==> src/rtl/alu_seq.sv <==
// ============================================================================
//  Module      : alu_seq
//  Description : Handshaked integer ALU. Base ops complete in one cycle.
//                With ALU_SEQ_MDU_EN defined, the RV M-extension ops run
//                iteratively: shift-add multiply and restoring divide.
//  Revision    : 1.0 - initial release
// ============================================================================
`default_nettype none

module alu_seq #(
    parameter int XLEN = 32,
    parameter int OPW  = 5
) (
    input  logic            clk,
    input  logic            rst,
    input  logic            flush,
    input  logic            in_valid,
    output logic            in_ready,
    input  logic [OPW-1:0]  op,
    input  logic [XLEN-1:0] in1,
    input  logic [XLEN-1:0] in2,
    output logic            out_valid,
    input  logic            out_ready,
    output logic [XLEN-1:0] out
);
    localparam int c_SHW = $clog2(XLEN);

    typedef enum logic [1:0] {
        S_IDLE = 2'd0,
`ifdef ALU_SEQ_MDU_EN
        S_BUSY = 2'd2,
`endif
        S_DONE = 2'd1
    } state_t;

    state_t          r_state;
    logic            r_in_ready;
    logic            r_out_valid;
    logic [XLEN-1:0] r_out;
    logic [XLEN-1:0] w_base;
    logic [c_SHW-1:0] w_sh;

    assign w_sh = in2[c_SHW-1:0];

    always_comb begin
        w_base = '0;
        case (op)
            5'd0:    w_base = in1 + in2;
            5'd1:    w_base = in1 - in2;
            5'd2:    w_base = in1 & in2;
            5'd3:    w_base = in1 | in2;
            5'd4:    w_base = in1 ^ in2;
            5'd5:    w_base = in1 << w_sh;
            5'd6:    w_base = in1 >> w_sh;
            5'd7:    w_base = $signed(in1) >>> w_sh;
            5'd8:    w_base = {{(XLEN-1){1'b0}}, ($signed(in1) < $signed(in2))};
            5'd9:    w_base = {{(XLEN-1){1'b0}}, (in1 < in2)};
            default: w_base = '0;
        endcase
    end

`ifdef ALU_SEQ_MDU_EN
    localparam int c_CW = c_SHW + 1;
    localparam logic [XLEN-1:0] c_MIN = {1'b1, {(XLEN-1){1'b0}}};

    logic            w_is_m, w_is_div, w_sgn1, w_sgn2, w_n1, w_n2, w_dz, w_ovf, w_spec;
    logic [XLEN-1:0] w_abs1, w_abs2, w_special;
    logic [XLEN:0]   w_add, w_sub;
    logic [XLEN-1:0] w_hi_n, w_lo_n, w_res;
    logic [2*XLEN-1:0] w_prod;

    logic [XLEN-1:0] r_hi, r_lo, r_b;
    logic [c_CW-1:0] r_cnt;
    logic            r_div, r_sel_hi, r_neg;

    assign w_is_m    = (op[4:3] == 2'b10);
    assign w_is_div  = w_is_m & op[2];
    assign w_sgn1    = (op == 5'd17) | (op == 5'd18) | (op == 5'd20) | (op == 5'd22);
    assign w_sgn2    = (op == 5'd17) | (op == 5'd20) | (op == 5'd22);
    assign w_n1      = w_sgn1 & in1[XLEN-1];
    assign w_n2      = w_sgn2 & in2[XLEN-1];
    assign w_abs1    = w_n1 ? (~in1 + 1'b1) : in1;
    assign w_abs2    = w_n2 ? (~in2 + 1'b1) : in2;
    assign w_dz      = w_is_div & (in2 == '0);
    assign w_ovf     = w_is_div & w_sgn1 & (in1 == c_MIN) & (in2 == '1);
    assign w_spec    = w_dz | w_ovf;
    // op[1] selects REM/REMU within the divide group
    assign w_special = w_dz ? (op[1] ? in1 : '1) : (op[1] ? '0 : c_MIN);

    // One iteration: r_lo holds the multiplier or the dividend/quotient,
    // r_hi the upper product half or the running remainder.
    always_comb begin
        w_add = {1'b0, r_hi} + (r_lo[0] ? {1'b0, r_b} : '0);
        w_sub = {r_hi, r_lo[XLEN-1]} - {1'b0, r_b};
        if (r_div) begin
            if (!w_sub[XLEN]) begin
                w_hi_n = w_sub[XLEN-1:0];
                w_lo_n = {r_lo[XLEN-2:0], 1'b1};
            end else begin
                w_hi_n = {r_hi[XLEN-2:0], r_lo[XLEN-1]};
                w_lo_n = {r_lo[XLEN-2:0], 1'b0};
            end
        end else begin
            w_hi_n = w_add[XLEN:1];
            w_lo_n = {w_add[0], r_lo[XLEN-1:1]};
        end
        w_prod = {w_hi_n, w_lo_n};
        if (r_neg) w_prod = ~w_prod + 1'b1;
        if (r_div) begin
            if (r_sel_hi) w_res = r_neg ? (~w_hi_n + 1'b1) : w_hi_n;
            else          w_res = r_neg ? (~w_lo_n + 1'b1) : w_lo_n;
        end else begin
            w_res = r_sel_hi ? w_prod[2*XLEN-1:XLEN] : w_prod[XLEN-1:0];
        end
    end
`endif

    always_ff @(posedge clk) begin
        if (rst) begin
            r_state     <= S_IDLE;
            r_in_ready  <= 1'b1;
            r_out_valid <= 1'b0;
            r_out       <= '0;
`ifdef ALU_SEQ_MDU_EN
            r_hi     <= '0;
            r_lo     <= '0;
            r_b      <= '0;
            r_cnt    <= '0;
            r_div    <= 1'b0;
            r_sel_hi <= 1'b0;
            r_neg    <= 1'b0;
`endif
        end else if (flush) begin
            r_state     <= S_IDLE;
            r_in_ready  <= 1'b1;
            r_out_valid <= 1'b0;
        end else begin
            case (r_state)
                S_IDLE: begin
                    if (in_valid) begin
                        r_in_ready <= 1'b0;
`ifdef ALU_SEQ_MDU_EN
                        if (w_is_m && !w_spec) begin
                            r_state  <= S_BUSY;
                            r_hi     <= '0;
                            r_lo     <= w_is_div ? w_abs1 : w_abs2;
                            r_b      <= w_is_div ? w_abs2 : w_abs1;
                            r_cnt    <= c_CW'(XLEN);
                            r_div    <= w_is_div;
                            r_sel_hi <= w_is_div ? op[1] : (op[1:0] != 2'b00);
                            r_neg    <= (w_is_div && op[1]) ? w_n1 : (w_n1 ^ w_n2);
                        end else begin
                            r_state     <= S_DONE;
                            r_out_valid <= 1'b1;
                            r_out       <= w_is_m ? w_special : w_base;
                        end
`else
                        r_state     <= S_DONE;
                        r_out_valid <= 1'b1;
                        r_out       <= w_base;
`endif
                    end
                end
`ifdef ALU_SEQ_MDU_EN
                S_BUSY: begin
                    r_hi  <= w_hi_n;
                    r_lo  <= w_lo_n;
                    r_cnt <= r_cnt - c_CW'(1);
                    if (r_cnt == c_CW'(1)) begin
                        r_state     <= S_DONE;
                        r_out_valid <= 1'b1;
                        r_out       <= w_res;
                    end
                end
`endif
                S_DONE: begin
                    if (out_ready) begin
                        r_state     <= S_IDLE;
                        r_in_ready  <= 1'b1;
                        r_out_valid <= 1'b0;
                    end
                end
                default: begin
                    r_state     <= S_IDLE;
                    r_in_ready  <= 1'b1;
                    r_out_valid <= 1'b0;
                end
            endcase
        end
    end

    assign in_ready  = r_in_ready;
    assign out_valid = r_out_valid;
    assign out       = r_out;

endmodule

`default_nettype wire

==> config.mk <==
export PLATFORM = sky130hd
export DESIGN_NAME = alu_seq
export DESIGN_NICKNAME = d
export VERILOG_FILES = /design/src/rtl/alu_seq.sv
export SDC_FILE = /design/constraint.sdc
export NUM_CORES = 1
export LEC_CHECK = 0
export BUFFER_PORTS_ARGS = -buffer_cell sky130_fd_sc_hd__buf_4
export CAP_MARGIN = 20
export CORE_UTILIZATION = 40
export CTS_BUF_LIST = sky130_fd_sc_hd__clkbuf_16
export DETAILED_ROUTE_END_ITERATION = 12
export SYNTH_ARGS = -nofsm -noshare
export SYNTH_HDL_FRONTEND = slang
export SYNTH_SLANG_ARGS = --single-unit
==> constraint.sdc <==
create_clock -name clk -period 7.1 [get_ports clk]
set_input_delay 1.42 -clock clk [delete_from_list [all_inputs] [get_ports clk]]
set_output_delay 1.42 -clock clk [all_outputs]
set_load 0.03 [all_outputs]
==> metrics.txt <==
commonest non-fill, non-tap cell in the layout=nand2_1; VDD IR max=78.1 uV; post-synthesis sequential area ratio=6.73%; DR pass1 iterations=6; num rows=57; number of routed nets with antenna violations=0; WHS Endpoint=out[1]$_SDFFE_PP0P_; vias in the first global route=11291; Fill cells=2596; Layout Cells excl Fill=1781; initial DRC count=1697; final period utilization=67.7%; P_int=0.587 mW; synthesized area=10100 um^2; core area=24500 um^2; Initial Utilization=41.2%; r2r setup slk=4330 ps; Antenna diodes=0; Switching Share=50.4%; TritonCTS Buffers=5; ys flop type=dfxtp_1; height of the die=161 um; pwr dens=107 nW/um^2; cts hold-fix bufs=0; Reg-to-Reg Start=out_valid$_SDFFE_PP0P_; H-tree Lvls=2; CTS tree=built; Req. time, crit path=7320 ps; P_sw=0.597 mW; Via Count=12122; post-synthesis xor/xnor area fraction=1.13%; async set-or-reset flop fraction in the synthesized netlist=0%; mux cell area share after synthesis=16.6%; CP Class=primary input to register; cell count after placement=1773; setup TNS=0 ps; I/O pin cnt=108; Layout area overhead=9.96%; part of the power in registers=16.4%; CP Capture Type=register; final WL=47.7 mm; clk sinks=34; Max Cap Viol=0; Synth Area in Adders=12.7%; first-pass GRT wire length=71.3 mm; Wirelength per Cell=26.8 um; RD Place Congestion=1.02; hold depth=2; total track usage=36.2%; share of layout cells above drive strength 1=14.1%; crit-path max FO=30; Post-Synth Simple-Gate Area=21.9%; Rel. slew slack=27.7%; hold wc startpoint=out[1]$_SDFFE_PP0P_; worst slew pin tran=1060 ps; Clk pwr share=20.4%; synthesis-stage register bit count=34; Max Freq=208 MHz; Post-DP HPWL=36.2 mm; Clock Path Buffers=2; largest net degree at the start of global routing=64; width of the die=161 um; Residual DRC=0; Synth Area in Compound Gates=32.5%; Critical Path Source Type=primary input; vias per cell=6.81; Synth cell types=87; Final Hold Vio Count=0; Post-CTS Setup Inserts=0; Setup violations, final=0; multi-input logic area=8580 um^2; RSZ-0062 raised after global routing=no; R2R depth=7; hold crit path type=register to register; Final #Nets=1631; Comb pwr share=63.2%; Overflow after GRT=0; Port-buffer cells=107; worst skew pair latency=300 ps; clock root cell=clkbuf_16; Mapped Avg Cell Area=7.06 um^2; PostCTS Resize Cnt=0; Die Area=25900 um^2; r2r endpoint=out[15]$_SDFFE_PP0P_; most frequent cells in the layout=168 x nand2_1, 125 x nor2_1, 123 x buf_4; register area=681 um^2; status=finished clean; Slew Viols, Final=0; largest family of logic cells by synthesized area=compound AO/OA/AOI/OAI gates; WP data arrival=5030 ps; Worst Skew=3.48 ps; Synth Net Count=1606; Leakage=4.68 nW; initial antenna violation count=0; clk slew on worst S/H paths=70 ps; yosys warns=0; Final min period=4810 ps; Syn Inst Count=1431; Post-synth EDFFs=0
==> flip-flops by register name, indices dropped and copies added, names as in the netlist <==
signal	count
out_valid	1
in_ready	1
out	32
==> per-layer routing <==
layer	vias up	part of all wire (%)	GRT usage, %
met4	0	5.2	16.9
met2	763	44	56.7
met3	119	9.9	5.11
met1	5825	41	48.9
met5	-	0	0
li1	5415	-	-
==> how the worst max path moves through the flow <==
| stage | endpoint | from | slack (ps) | cells after the start |
|---|---|---|---|---|
| after floorplan | out[31]$_SDFFE_PP0P_ | in2[2] | 2530 | 14 |
| after global placement | out[30]$_SDFFE_PP0P_ | in2[0] | 2110 | 12 |
| after detailed placement | out[30]$_SDFFE_PP0P_ | in2[0] | 2100 | 12 |
| after CTS | out[30]$_SDFFE_PP0P_ | in2[0] | 2390 | 12 |
| after global routing | out[30]$_SDFFE_PP0P_ | in2[0] | 2040 | 12 |
| final | out[31]$_SDFFE_PP0P_ | in2[1] | 2290 | 11 |
==> power by group through the flow <==
stage	clock [mW]	combinational, mW	sequential (mW)
2_1_floorplan	0	0.483	0.202
3_3_place_gp	0	0.722	0.199
3_5_place_dp	0	0.720	0.199
4_1_cts	0.240	0.725	0.194
5_1_grt	0.248	0.799	0.194
6_report	0.242	0.748	0.194
==> Yosys cell counts, types with 7 or more instances <==
cell type / n / area share (%)
mux2_2: 16 / 1.8
ha_1: 99 / 12
nand2_1: 169 / 6.3
a221oi_1: 29 / 2.5
nor2_1: 125 / 4.6
mux4_2: 35 / 7.8
buf_1: 11 / 0.41
clkbuf_1: 69 / 2.6
a22oi_1: 8 / 0.59
o22ai_1: 14 / 0.87
a31oi_1: 13 / 0.80
inv_1: 95 / 3.5
mux2i_1: 58 / 5.7
o211ai_1: 32 / 2.4
nor4_1: 13 / 0.80
buf_2: 18 / 0.89
and2_1: 8 / 0.50
o21ai_1: 11 / 0.54
nor3_1: 29 / 1.4
a21oi_1: 114 / 5.6
a211oi_1: 31 / 2.3
o21ai_0: 83 / 4.1
xnor2_1: 13 / 1.1
o21bai_1: 11 / 0.82
a2111oi_0: 10 / 0.87
nand3_1: 43 / 2.1
o31a_1: 7 / 0.61
o21a_1: 7 / 0.52
and3_1: 14 / 0.87
o31ai_1: 15 / 1.1
a21o_1: 22 / 1.6
o2111ai_1: 10 / 0.87
nand2b_1: 13 / 0.80
nor2b_1: 15 / 0.93
dfxtp_1: 34 / 6.7
nand4_1: 15 / 0.93
==> cells by family after synthesis <==
family                     after synthesis
adders and majority gates              101
DFF                                     34
buffers and inverters                  207
muxes                                  115
AOI/OAI and AO/OA                      485
and+or+nand+nor                        476
xor gates and xnor gates                13
==> final cells by class <==
cell class	instances	area share, %
multi-input combinational	1190	77.2
inverter	101	3.41
tap	324	3.65
clock inverter	3	0.146
timing repair buffer	124	8.35
clock buffer	5	1.13
sequential	34	6.12
==> through the flow <==
step | utilization, % | hold WS, ps | cell area [um^2] | setup slack (ps) | total power [mW]
5_1_grt | 45.3 | 479 | 11100 | 2040 | 1.24
3_5_place_dp | 44.7 | 453 | 11000 | 2100 | 0.918
4_1_cts | 45.3 | 471 | 11100 | 2390 | 1.16
2_1_floorplan | - | 584 | 10100 | 2530 | 0.685
6_report | 45.3 | 472 | 11100 | 2290 | 1.18
3_3_place_gp | 44.7 | 449 | 11000 | 2110 | 0.921
==> critical path: stages <==
cell and delay (ps):
buf_4 110, inv_2 510, ha_1 410, nor3_1 230
o31a_1 250, o21ai_1 270, and4_1 330, nor4_1 810
o21ai_0 220, a22o_1 250, a221oi_2 200
(Power assumes the default switching activity.)
